## src/rtl/pipelined_cache_control_pkg.sv

```systemverilog
// -----------------------------------------------------------------------------
// pipelined_cache_control_pkg
//   Shared types and constants for the 2-way, 8-set, 256-bit-line pipelined
//   cache controller.
//   Contents:
//     cache_ctrl_state_t  - sequencing FSM states
//     NUM_WAYS, LINE_W    - cache geometry
//     ADDR_SEL_*          - encodings for the pmem address mux select
//     way_onehot()        - way index to per-way enable vector
// -----------------------------------------------------------------------------
package pipelined_cache_control_pkg;

    localparam int NUM_WAYS = 2;
    localparam int LINE_W   = 256;

    // pmem address mux: the request line address or the victim {tag,set}.
    localparam logic ADDR_SEL_REQ    = 1'b0;
    localparam logic ADDR_SEL_VICTIM = 1'b1;

    typedef enum logic [1:0] {
        ST_COMPARE   = 2'd0,
        ST_WRITEBACK = 2'd1,
        ST_ALLOCATE  = 2'd2,
        ST_REFILL    = 2'd3
    } cache_ctrl_state_t;

    function automatic logic [NUM_WAYS-1:0] way_onehot(input logic way);
        return way ? 2'b10 : 2'b01;
    endfunction

endpackage

```

## src/rtl/cache_perf_counters.sv

```systemverilog
// -----------------------------------------------------------------------------
// cache_perf_counters
//   Hit and miss performance counters for the cache controller. Both wrap
//   modulo 2^CNT_W. A hit that replays a request after a refill is not a new
//   hit, so it is suppressed via replay_i.
//   Ports:
//     clk, rst       - clock, synchronous active-high reset (clears counters)
//     hit_evt_i      - a request hit in the compare cycle this clock
//     miss_evt_i     - a request missed in the compare cycle this clock
//     replay_i       - the current hit is the replay of a refilled miss
//     hit_count_o    - hits serviced
//     miss_count_o   - misses detected
// -----------------------------------------------------------------------------
module cache_perf_counters #(
    parameter int CNT_W = 32
) (
    input  logic             clk,
    input  logic             rst,
    input  logic             hit_evt_i,
    input  logic             miss_evt_i,
    input  logic             replay_i,
    output logic [CNT_W-1:0] hit_count_o,
    output logic [CNT_W-1:0] miss_count_o
);

    logic [CNT_W-1:0] hit_cnt_q,  hit_cnt_d;
    logic [CNT_W-1:0] miss_cnt_q, miss_cnt_d;

    always_comb begin
        hit_cnt_d  = hit_cnt_q;
        miss_cnt_d = miss_cnt_q;
        if (hit_evt_i && !replay_i) begin
            hit_cnt_d = hit_cnt_q + CNT_W'(1);
        end
        if (miss_evt_i) begin
            miss_cnt_d = miss_cnt_q + CNT_W'(1);
        end
    end

    always_ff @(posedge clk) begin
        if (rst) begin
            hit_cnt_q  <= '0;
            miss_cnt_q <= '0;
        end else begin
            hit_cnt_q  <= hit_cnt_d;
            miss_cnt_q <= miss_cnt_d;
        end
    end

    assign hit_count_o  = hit_cnt_q;
    assign miss_count_o = miss_cnt_q;

endmodule

```

## src/rtl/pipelined_cache_control.sv

```systemverilog
// -----------------------------------------------------------------------------
// pipelined_cache_control
//   Sequencing FSM for the 2-way, 8-set, 256-bit-line pipelined cache. It
//   watches the stage-2 outputs of the pipeline register stage and drives the
//   register-stage load/stall, the array write enables and the pmem handshake.
//   Hits respond in the compare cycle; misses stall through writeback,
//   allocate and refill, after which the held request is replayed as a hit.
//   Ports:
//     clk, rst            - clock, synchronous active-high reset
//     req_valid_i/_write_i- stage-2 request present / is a write
//     hit_i, hit_way_i    - registered hit and the way that hit
//     dirty_i, lru_i      - victim dirty bit and victim way
//     pmem_resp_i         - pmem line transfer done (one-cycle pulse)
//     pmem_read_o/_write_o, pmem_addr_sel_o - pmem request and address select
//     pipe_load_o, stall_o- register-stage load enable / hold
//     mem_resp_o          - CPU response
//     data_sel_o, data_load_o, tag_load_o, valid_load_o,
//     dirty_load_o, dirty_val_o, lru_load_o, lru_val_o - array writes
//     hit_count_o, miss_count_o - performance counters
// -----------------------------------------------------------------------------
module pipelined_cache_control
    import pipelined_cache_control_pkg::*;
#(
    parameter int S_INDEX = 3,
    parameter int CNT_W   = 32
) (
    input  logic             clk,
    input  logic             rst,
    input  logic             req_valid_i,
    input  logic             req_write_i,
    input  logic             hit_i,
    input  logic             hit_way_i,
    input  logic             dirty_i,
    input  logic             lru_i,
    input  logic             pmem_resp_i,
    output logic             pmem_read_o,
    output logic             pmem_write_o,
    output logic             pmem_addr_sel_o,
    output logic             pipe_load_o,
    output logic             stall_o,
    output logic             mem_resp_o,
    output logic             data_sel_o,
    output logic [1:0]       data_load_o,
    output logic [1:0]       tag_load_o,
    output logic [1:0]       valid_load_o,
    output logic [1:0]       dirty_load_o,
    output logic             dirty_val_o,
    output logic             lru_load_o,
    output logic             lru_val_o,
    output logic [CNT_W-1:0] hit_count_o,
    output logic [CNT_W-1:0] miss_count_o
);

    // The controller only needs the set index width to be sane; the arrays
    // themselves live in the datapath.
    if (S_INDEX < 1) begin : g_bad_geometry
        $error("pipelined_cache_control: S_INDEX must be at least 1");
    end

    cache_ctrl_state_t state_q, state_d;
    logic              replay_q, replay_d;
    logic              hit_evt, miss_evt;

    // State register
    always_ff @(posedge clk) begin
        if (rst) begin
            state_q  <= ST_COMPARE;
            replay_q <= 1'b0;
        end else begin
            state_q  <= state_d;
            replay_q <= replay_d;
        end
    end

    // Next-state logic
    always_comb begin
        state_d  = state_q;
        replay_d = replay_q;
        case (state_q)
            ST_COMPARE: begin
                if (req_valid_i && hit_i) begin
                    replay_d = 1'b0;
                end else if (req_valid_i) begin
                    state_d = dirty_i ? ST_WRITEBACK : ST_ALLOCATE;
                end
            end
            ST_WRITEBACK: begin
                if (pmem_resp_i) state_d = ST_ALLOCATE;
            end
            ST_ALLOCATE: begin
                if (pmem_resp_i) state_d = ST_REFILL;
            end
            ST_REFILL: begin
                // The register stage recaptures this cycle, so the next
                // compare is the replay of the held request.
                replay_d = 1'b1;
                state_d  = ST_COMPARE;
            end
            default: state_d = ST_COMPARE;
        endcase
    end

    // Output logic
    always_comb begin
        pmem_read_o     = 1'b0;
        pmem_write_o    = 1'b0;
        pmem_addr_sel_o = ADDR_SEL_REQ;
        pipe_load_o     = 1'b0;
        stall_o         = 1'b0;
        mem_resp_o      = 1'b0;
        data_sel_o      = 1'b0;
        data_load_o     = 2'b00;
        tag_load_o      = 2'b00;
        valid_load_o    = 2'b00;
        dirty_load_o    = 2'b00;
        dirty_val_o     = 1'b0;
        lru_load_o      = 1'b0;
        lru_val_o       = 1'b0;
        hit_evt         = 1'b0;
        miss_evt        = 1'b0;
        case (state_q)
            ST_COMPARE: begin
                if (!req_valid_i) begin
                    pipe_load_o = 1'b1;
                end else if (hit_i) begin
                    mem_resp_o  = 1'b1;
                    pipe_load_o = 1'b1;
                    lru_load_o  = 1'b1;
                    lru_val_o   = ~hit_way_i;
                    hit_evt     = 1'b1;
                    if (req_write_i) begin
                        // Byte-masked CPU data merges into the hitting way.
                        data_load_o  = way_onehot(hit_way_i);
                        dirty_load_o = way_onehot(hit_way_i);
                        dirty_val_o  = 1'b1;
                    end
                end else begin
                    stall_o  = 1'b1;
                    miss_evt = 1'b1;
                end
            end
            ST_WRITEBACK: begin
                pmem_write_o    = 1'b1;
                pmem_addr_sel_o = ADDR_SEL_VICTIM;
                stall_o         = 1'b1;
            end
            ST_ALLOCATE: begin
                pmem_read_o     = 1'b1;
                pmem_addr_sel_o = ADDR_SEL_REQ;
                stall_o         = 1'b1;
                if (pmem_resp_i) begin
                    // Fill the victim way with the clean line from pmem.
                    data_sel_o   = 1'b1;
                    data_load_o  = way_onehot(lru_i);
                    tag_load_o   = way_onehot(lru_i);
                    valid_load_o = way_onehot(lru_i);
                    dirty_load_o = way_onehot(lru_i);
                    dirty_val_o  = 1'b0;
                end
            end
            ST_REFILL: begin
                pipe_load_o = 1'b1;
                stall_o     = 1'b1;
            end
            default: ;
        endcase
    end

    cache_perf_counters #(
        .CNT_W (CNT_W)
    ) u_perf (
        .clk          (clk),
        .rst          (rst),
        .hit_evt_i    (hit_evt),
        .miss_evt_i   (miss_evt),
        .replay_i     (replay_q),
        .hit_count_o  (hit_count_o),
        .miss_count_o (miss_count_o)
    );

endmodule

```

## config.mk

```make
export PLATFORM = sky130hd
export DESIGN_NAME = pipelined_cache_control
export DESIGN_NICKNAME = d
export VERILOG_FILES = /design/src/rtl/pipelined_cache_control_pkg.sv /design/src/rtl/cache_perf_counters.sv /design/src/rtl/pipelined_cache_control.sv
export SDC_FILE = /design/constraint.sdc
export NUM_CORES = 1
export LEC_CHECK = 0
export BUFFER_PORTS_ARGS = -buffer_cell sky130_fd_sc_hd__clkbuf_2
export CORE_MARGIN = 2
export CORE_UTILIZATION = 42
export DETAILED_ROUTE_END_ITERATION = 16
export PLACE_DENSITY_LB_ADDON = 0.12
export SLEW_MARGIN = 20
export SYNTH_ARGS = -nofsm -noshare
export SYNTH_HDL_FRONTEND = slang
export SYNTH_SLANG_ARGS = --single-unit
```

## constraint.sdc

```tcl
create_clock -name clk -period 2.2 [get_ports clk]
set_clock_uncertainty 0.2 [all_clocks]
set_input_delay 0.33 -clock clk [delete_from_list [all_inputs] [get_ports clk]]
set_output_delay 0.33 -clock clk [all_outputs]
set_load 0.005 [all_outputs]
```

* Yosys cells after proc, flatten, opt, wreduce, memory -nomap -nowiden
Cells that the tools add are included.
Word-level totals: output and inout port bits 82, logic and storage cells 59, bits in registers 67
Cells by class: eq/ne operators 8, reduce and logical (&&, ||, !) cells 8, mux-type cells 36, $add $sub $neg 2, bitwise operators 1
Operators by type and width (number):
- 32-bit by 1-bit adder with 32-bit output (second input constant) | 2
- 2-bit 2-to-1 mux | 12
- 1-bit 2-to-1 mux | 19
- 2-bit != test (second input constant) | 5
- 2-bit case mux with 4 select lines | 1
- 1-bit case mux with 2 select lines | 3
- 2-bit == test (second input constant) | 2
- 2-bit case mux with 2 select lines | 1
- 4-bit AND reduction | 1
- 3-bit OR reduction | 1
- 2-bit by 1-bit == test with 1-bit output (second input constant) | 1
- 1-bit logical AND | 2
- 2-bit logical NOT | 1
- 2-bit AND reduction | 1
- 2-bit nonzero test | 1
- 1-bit logical NOT | 1
- 1-bit inverter | 1

* Logic depth before layout (Yosys ltp)
Gate-level depths: netlist (run 1).
depth after elaboration 5, mapped depth 9, gate-level depth less buffers 7

* By module
From an unflattened synthesis (run 1), not the netlist that was laid out.
Unflattened totals: cells, all modules 391, area, all modules 3299.4 um^2
By module, submodules not included:
- cache_perf_counters | sequential area each 1281.2 um^2, cells each 346, times used 1, area an instance 2949.1 um^2
- pipelined_cache_control | sequential area each 60.1 um^2, cells each 45, times used 1, area an instance 350.3 um^2

* Least setup slack after synthesis (run 1)
Ideal clock, no wire load.
path type register -> register, start point register state_q[0], end point register u_perf.hit_cnt_q[26], in the netlist u_perf.hit_count_o[26], setup slack -0.091 ns, clock period less this slack 2.291 ns, arrival 1.970 ns, data required time 1.879 ns, cell stages (with the launch flop) 8, cells stage by stage dfxtp_1 > inv_1 > ha_1 > nand4b_4 > or4_1 > clkbuf_1 > nor4_1 > mux2_2
Between the ends: word-level cells in the longest chain between the ends 3
RTL lines:
- start: declaration | RTL line pipelined_cache_control.sv:60 | cache_ctrl_state_t state_q, state_d;
- start signal: assignment | RTL line pipelined_cache_control.sv:70 | state_q <= state_d;
- 2-bit logical NOT | RTL line pipelined_cache_control.sv:121 | case (state_q)
- 1-bit 2-to-1 mux | RTL line pipelined_cache_control.sv:121
- 1-bit logical AND | RTL line cache_perf_counters.sv:32 | if (hit_evt_i && !replay_i) begin
- end signal: assignment | RTL line cache_perf_counters.sv:45 | hit_cnt_q <= hit_cnt_d;
- end: declaration | RTL line cache_perf_counters.sv:26 | logic [CNT_W-1:0] hit_cnt_q, hit_cnt_d;
Every way passes these cells. A chain may end at the register's enable or synchronous reset.

* Worst setup path after layout (run 1)
start point register state_q[1], end point register u_perf.miss_cnt_q[29], in the netlist u_perf.miss_count_o[29]
Between the ends: word-level cells in the longest chain between the ends 2
RTL lines:
- 2-bit logical NOT | RTL line pipelined_cache_control.sv:121
- 1-bit 2-to-1 mux | RTL line pipelined_cache_control.sv:121
- end signal: assignment | RTL line cache_perf_counters.sv:46 | miss_cnt_q <= miss_cnt_d;
- end: declaration | RTL line cache_perf_counters.sv:27 | logic [CNT_W-1:0] miss_cnt_q, miss_cnt_d;
Every way passes these cells.

==> qor.txt, run 1 <==
final worst path period share - 99.2%
syn_nets - 439
vias in the first global route - 3156
crit path DAT - 2.26 ns
FF+latch area - 0.00134 mm²
vias post-DR - 3563
largest net degree at the start of global routing - 27
Syn Inst Count - 424
hold endpoint - state_q[0]$_SDFFE_PP0P_
Vias per Instance - 5.37
Hold Path Cell Cnt - 3
1st-pass router iterations - 4
startpoint types - register
post-synth cell types - 38
Leakage - 1.92 nW
Nets - 568
H-tree depth - 3
gr ovfl total - 0
YS warnings - 0
minimum hold slack - 0.135 ns
cell taking the most area after synthesis - dfxtp_1
RSZ-0062 raised after global routing - yes
FF-to-FF Start - state_q[1]$_SDFFE_PP0P_
DP HPWL - 6.50 mm
worst-case reg-to-reg path depth - 8
clk slew on worst S/H paths - 0.08 ns
total core area - 0.00813 mm²
Worst Setup End Kind - register
Post-CTS Hold Fix Bufs - 0
WP buf/inv - 3
post-layout min period - 2.18 ns
drt wl/cell - 13.7 µm
DRC viols - 0
WP data required - 2.28 ns
GRT Resource Usage Total - 19.6%
area growth from synthesis to layout - 34.5%
multi-input logic area - 0.00207 mm²
Top Family by Delay on Critical Path - simple AND/OR/NAND/NOR gates
max_slew headroom - 66.4%
IO Port Bufs - 90
CP Max Fanout - 5
die height - 95.2 µm
HP Class - input pin to register
Slew Limit Fails - 0
Syn Area/Cell - 8.23 µm²
max-cap viol count - 0
initial antenna violation count - 0
Pwr Total - 2.97 mW
Pwr per Cell Area - 632 mW/mm²
Antenna Cells - 0
initial core utilization - 42.9%
Post-synth top flop - dfxtp_1
synth top area cells - dfxtp_1 38%, a21oi_1 5.2%, or4_1 5.2%
Hold Startpoint - dirty_i
Root Driver - clkbuf_8
fraction of layout cells with a size suffix above 1 - 37.5%
RR Endpoint - u_perf.miss_count_o[29]$_SDFFE_PP0P_
Seq cells post-synth - 67
total detailed-routing wirelength - 9.11 mm
clock buffer depth - 2
VDD IR max - 0.463 mV
CTS tree - yes
Worst-Margin Slew - 0.503 ns
final core utilization - 57.7%
status - completed
Num Clock Sinks - 67
CP Class - register to register
max incr delay on CP - 0.47 ns
Num CTS Buffers - 9
cells along the critical path - inv_2 > ha_4 > buf_6 > and4_4 > nand4_1 > buf_2 > or4_1 > a21oi_1
first-pass GRT wire length - 14.3 mm
Max Clk Rate - 0.458 GHz
Rows - 33
fillers - 784
routability cong. - 0.805
EDFF count, synth - 0
# setup viols final - 0
post-synth top area share - 38.4%
Async SR Flop Fraction - 0%
die width - 95.2 µm
slowest cell on the critical path - or4_1
number of hold violations in the final report - 0
Seq/Total Area, Yosys - 38.4%
clock latency on the worst-skew pair - 0.34 ns
initial DRC count - 93
Syn Std Cell Area - 0.00349 mm²
antenna viol nets, final - 0
I/O pin count - 91
die area - 0.00905 mm²
reg2reg setup slack - 0.02 ns
worst register-to-register path, cell delays in order (launching register included):
cell	delay [ns]
dfxtp_2	0.32
inv_2	0.07
ha_4	0.16
buf_6	0.10
and4_4	0.23
nand4_1	0.19
buf_2	0.23
or4_1	0.47
a21oi_1	0.14
power by group:
| group | switching (mW) | internal [mW] | leakage, nW |
|---|---|---|---|
| clock network | 0.462 | 0.469 | 0.0905 |
| logic | 0.368 | 0.397 | 1.29 |
| registers | 0.0234 | 1.25 | 0.541 |
area by class of cell:
type	instances	area share, %
Multi-Input combinational cell	311	44.2
Sequential cell	67	28.6
Timing Repair Buffer	149	19.4
Clock buffer	14	3.47
Tap cell	105	2.80
Inverter	15	1.25
Clock inverter	2	0.213
cells in the mapped netlist (11+ instances only):
cell and number:
dfxtp_1 67, nor2_1 39, a21oi_1 36, nand2_1 27
or4_1 24, nand4_1 20, nand3_1 19, o31ai_1 19
clkbuf_1 18, or3_1 16, inv_1 15, nor3_1 13
xnor2_1 13, o21ai_0 12, mux2_2 11
flip-flops by register name (all words and copies together), names as in the netlist:
name,count
u_perf.hit_count_o,32
replay_q,1
u_perf.miss_count_o,32
state_q,2
how the worst max path moves through the flow:
| stage | startpoint | to | slack (ns) | cells after the start |
|---|---|---|---|---|
| after floorplan | state_q[1]$_SDFFE_PP0P_ | u_perf.hit_count_o[26]$_SDFFE_PP0P_ | 0.0007 | 7 |
| after global placement | state_q[1]$_SDFFE_PP0P_ | u_perf.hit_count_o[29]$_SDFFE_PP0P_ | -0.01 | 7 |
| after detailed placement | state_q[1]$_SDFFE_PP0P_ | u_perf.hit_count_o[26]$_SDFFE_PP0P_ | -0.08 | 6 |
| after CTS | state_q[1]$_SDFFE_PP0P_ | dirty_load_o[1] | 0.001 | 10 |
| after global routing | state_q[1]$_SDFFE_PP0P_ | u_perf.miss_count_o[29]$_SDFFE_PP0P_ | -0.07 | 8 |
| final | state_q[1]$_SDFFE_PP0P_ | u_perf.miss_count_o[29]$_SDFFE_PP0P_ | 0.02 | 8 |
metal layers:
metal	vias to the layer above	routed length (µm)	track usage (%)	share of wire [%]
met5	-	0	0	0
met4	0	82	7.61	0.90
met3	9	402	3.56	4.4
met2	85	4440	33.3	49
met1	1669	4180	24.5	46
li1	1800	-	-	-
timing repair:
item / in CTS / in global routing
pin swaps: 0 / 8
buffers inserted: 2 / 4
endpoints found under the setup margin: 18 / 29
cloned: 0 / 2
resized for setup: 14 / 20
layout by cell type (no fill, tap or decap), types with 12 or more instances in the layout:
cell type  Yosys  routed
clkbuf_2       0      90
dfxtp_1       67      65
buf_4          7      53
nor2_1        39      39
a21oi_1       36      33
nand2_1       27      26
nand4_1       20      20
o31ai_1       19      18
or4_1         24      18
nand3_1       19      17
or3_1         16      14
xnor2_1       13      13
o21ai_0       12      12
metrics by stage:
stage	setup WS (ns)	area, µm²	TNS, ns	std cells
6_report	0.0185	4690	0	663
5_1_grt	-0.0661	4690	-0.228	663
4_1_cts	0.000984	4580	0	658
3_5_place_dp	-0.0798	4350	-0.270	640
3_3_place_gp	-0.0108	4350	-0.0165	640
2_1_floorplan	0.000677	3510	0	424
cells by family after synthesis:
logic type / count (synthesis) / share of synthesized area (%)
AO/OA/AOI/OAI: 73 / 12.3
XOR/XNOR: 19 / 4.77
adder cells (fa/ha/maj): 6 / 2.15
buffers and inverters: 46 / 5.81
flip-flops: 67 / 38.4
multiplexers: 13 / 4.12
AND/OR/NAND/NOR: 200 / 32.4
Power figures use the tool's default switching activity.
==> run 2, diff against run 1 <==
- ABC_AREA: default -> 1
==> run 2 against run 1 <==
- synthesized cell count rose by 51%
- via count rose by 19%
- critical path depth did not move
- first-iteration DRC count rose by 34%
- cell count rose by 29%
- non-clock buffer count fell by 49
- sequential share of layout area fell by 0.30 points
- clock power rose by 27%
- combinational power fell by 33%
- flip-flop and latch count did not move
- fmax rose by 3.1%
- utilization fell by 5.7 points
==> qor.txt, run 2 <==
slowest cell on the critical path - dfxtp_1
first-pass GRT wire length - 18.1 mm (+27%)
sw frac - 28.3% (-0.45 points)
Async SR Flop Fraction - 0% (unchanged)
Syn Std Cell Area - 0.00387 mm² (+11%)
syn_nets - 655 (+49%)
GRT Resource Usage Total - 22.5% (+2.9 points)
Vias per Instance - 4.98 (-7.2%)
drt wl/cell - 13.0 µm (-5.7%)
area growth from synthesis to layout - 22.3%
H-tree depth - 3 (unchanged)
post-layout min period - 2.12 ns (-0.0652 ns)
commonest cells in the netlist - 157 x nand2_1, 141 x nor2_1, 93 x inv_1, 67 x dfxtp_1, 52 x nand3_1
initial antenna violation count - 0 (unchanged)
post-CTS setup buffer count - 0 (-2)
Pwr per Cell Area - 628 mW/mm² (-0.74%)
reg2reg setup slack - 0.20 ns (+0.18 ns)
CP Max Fanout - 5 (unchanged)
YS warnings - 0 (unchanged)
initial DRC count - 125 (+34%)
initial core utilization - 42.5% (-0.37 points)
placed insts - 837 (+31%)
post-synth cell types - 29 (-24%)
max incr delay on CP - 0.34 ns (-0.13 ns)
Worst Setup EP - data_load_o[0]
Worst Setup End Kind - output port
routability cong. - 0.886 (+10%)
Slew Limit Fails - 0 (unchanged)
largest net degree at the start of global routing - 27 (unchanged)
max_slew headroom - 74.0% (+7.5 points)
Combinational Power Share - 17.4% (-8.4 points)
DP HPWL - 8.41 mm (+29%)
WP data required - 1.67 ns (-0.61 ns)
Rows - 35 (+6.1%)
die height - 100 µm (+5.1%)
Num Clock Sinks - 67 (unchanged)
worst-case reg-to-reg path depth - 10 (+2)
I/O pin count - 91 (unchanged)
number of hold violations in the final report - 0 (unchanged)
synth top area cells - dfxtp_1 35%, nand2_1 15%, nor2_1 14%
max-cap viol count - 0 (unchanged)
routed length on met1 - 4.77 mm (+14%)
most instantiated library cell after synthesis - nand2_1
clock power share - 39.8% (+8.4 points)
WP buf/inv - 3 (unchanged)
Post-synth top flop - dfxtp_1
Syn Area/Cell - 6.05 µm² (-26%)
gr ovfl total - 0 (unchanged)
IO Port Bufs - 90 (unchanged)
FF-to-FF Start - state_q[1]$_SDFFE_PP0P_
Top Family by Delay on Critical Path - flip-flops
HP Class - input pin to register
clk slew on worst S/H paths - 0.08 ns (about the same)
# setup viols final - 0 (unchanged)
met2 WL post-DR - 5.60 mm (+26%)
Worst-Margin Slew - 0.387 ns (-0.116 ns)
clock latency on the worst-skew pair - 0.34 ns (about the same)
EDFF count, synth - 0 (unchanged)
post-synth top area share - 34.6% (-3.8 points)
startpoint types - register
Seq/Total Area, Yosys - 34.6% (-3.8 points)
commonest non-fill, non-tap cell in the layout - nand2_1
Antenna Cells - 0 (unchanged)
VDD IR max - 0.246 mV (-47%)
cell taking the most area after synthesis - dfxtp_1
Post-CTS Hold Fix Bufs - 0 (unchanged)
Max Clk Rate - 0.473 GHz (+3.1%)
most frequent cells in the layout - 157 x nand2_1, 138 x nor2_1, 91 x inv_1
Syn Inst Count - 640 (+51%)
Num CTS Buffers - 9 (unchanged)
Pwr Total - 2.97 mW (+0.21%)
die area - 0.0100 mm² (+11%)
total core area - 0.00911 mm² (+12%)
RR Endpoint - u_perf.hit_count_o[19]$_SDFFE_PP0P_
Critical Path Start - state_q[1]$_SDFFE_PP0P_
antenna viol nets, final - 0 (unchanged)
minimum hold slack - 0.235 ns (+0.100 ns)
final worst path period share - 96.2% (-3.0 points)
NetSw - 842 µW (-1.3%)
met3 WL - 452 µm (+12%)
WP depth - 8 (unchanged)
crit path DAT - 1.59 ns (-0.67 ns)
clock buffer depth - 2 (unchanged)
non-filler cells, final - 853 (+29%)
total detailed-routing wirelength - 11.1 mm (+21%)
status - completed
Seq pwr share - 42.9% (about the same)
vias post-DR - 4252 (+19%)
Seq cells post-synth - 67 (unchanged)
uppermost layer routed - met4
Root Driver - clkbuf_8
DRC viols - 0 (unchanged)
vias in the first global route - 3985 (+26%)
CP Class - register to output port
cells along the critical path - inv_2 > ha_4 > buf_6 > nand3_4 > nor2_4 > nand2_1 > o21ai_2 > clkbuf_2
CTS tree - yes
Internal - 2.13 mW (+0.84%)
fraction of layout cells with a size suffix above 1 - 18.5% (-19 points)
die width - 100 µm (+5.1%)
1st-pass router iterations - 4 (unchanged)
Nets - 752 (+32%)
Leakage - 2.10 nW (+9.6%)
## run 2: cell count changes in the layout (fill, tap and decap cells not counted), sizes merged, moves of 10 or more
cell   before  now
nand2      27  157
nor2       39  150
or3        16    0
o31ai      19    0
or4        24    0
nand3      19   53
inv        15   94
a21oi      36   26
mux2       11    0
buf        59   12
## run 2: worst min-delay path by stage
stage | from | end | slack, ns | cells after the start
2_1_floorplan | u_perf.hit_count_o[6]$_SDFFE_PP0P_ | u_perf.hit_count_o[6]$_SDFFE_PP0P_ | 0.28 | 2
4_1_cts | hit_i | replay_q$_SDFFE_PP0P_ | 0.20 | 4
3_5_place_dp | u_perf.miss_count_o[5]$_SDFFE_PP0P_ | u_perf.miss_count_o[5]$_SDFFE_PP0P_ | 0.29 | 2
3_3_place_gp | u_perf.miss_count_o[5]$_SDFFE_PP0P_ | u_perf.miss_count_o[5]$_SDFFE_PP0P_ | 0.29 | 2
6_report | pmem_resp_i | state_q[1]$_SDFFE_PP0P_ | 0.23 | 3
5_1_grt | rst | u_perf.miss_count_o[12]$_SDFFE_PP0P_ | 0.29 | 3
## run 2: area by class of cell
type	count	area [µm²]
timing repair buffer	100	529
clock inverter	6	88.8
clock buffer	10	138
tap	111	139
fill	972	4370
sequential	67	1340
inverter	94	353
multi-input combinational	465	2150
## run 2: layer usage
metal | GRT usage, % | up-vias
met5 | 0 | -
met4 | 9.80 | 0
met3 | 3.27 | 20
met2 | 39.9 | 108
met1 | 26.9 | 1929
li1 | - | 2195
## run 2: per-stage QoR
stage / worst slack (ns) / area, µm² / utilization [%] / TNS [ns]
3_3_place_gp: 0.132 / 4460 / 49.0 / 0
6_report: 0.0837 / 4740 / 52.0 / 0
5_1_grt: -0.0105 / 4740 / 52.0 / -0.0210
4_1_cts: 0.00409 / 4700 / 51.6 / 0
3_5_place_dp: 0.0954 / 4460 / 49.0 / 0
2_1_floorplan: 0.394 / 3870 / - / 0
## run 2: worst reg2reg max path, stage by stage, from the launching register on
cell and delay, ns:
dfxtp_1 0.34, inv_2 0.09, ha_4 0.14, buf_6 0.11, nand3_4 0.12, nor2_4 0.21
nand3_1 0.21, nor2_2 0.25, nand3_1 0.10, nand2_1 0.08, nor2_1 0.03
## run 2: cells by family (layout without fill, tap and decap cells)
logic type	Yosys count	after routing	share of synthesized area, %
simple gates	399	399	43.4
buf+inv	108	210	11.1
flops	67	67	34.6
compound gates	52	52	7.11
xor+xnor	8	8	1.81
fa+ha+maj	6	6	1.94
## run 2: power groups by stage
stage / registers [mW] / clock network (mW) / logic [mW]
after CTS: 1.27 / 1.20 / 0.471
after global routing: 1.28 / 1.26 / 0.584
after detailed placement: 1.30 / 0 / 0.459
final: 1.27 / 1.18 / 0.516
after floorplan: 1.29 / 0 / 0.295
after global placement: 1.30 / 0 / 0.447
## run 2: repair_timing
action,in CTS,in global routing
setup endpoints to repair,4,28
resized for setup,3,15
pin swaps,0,1
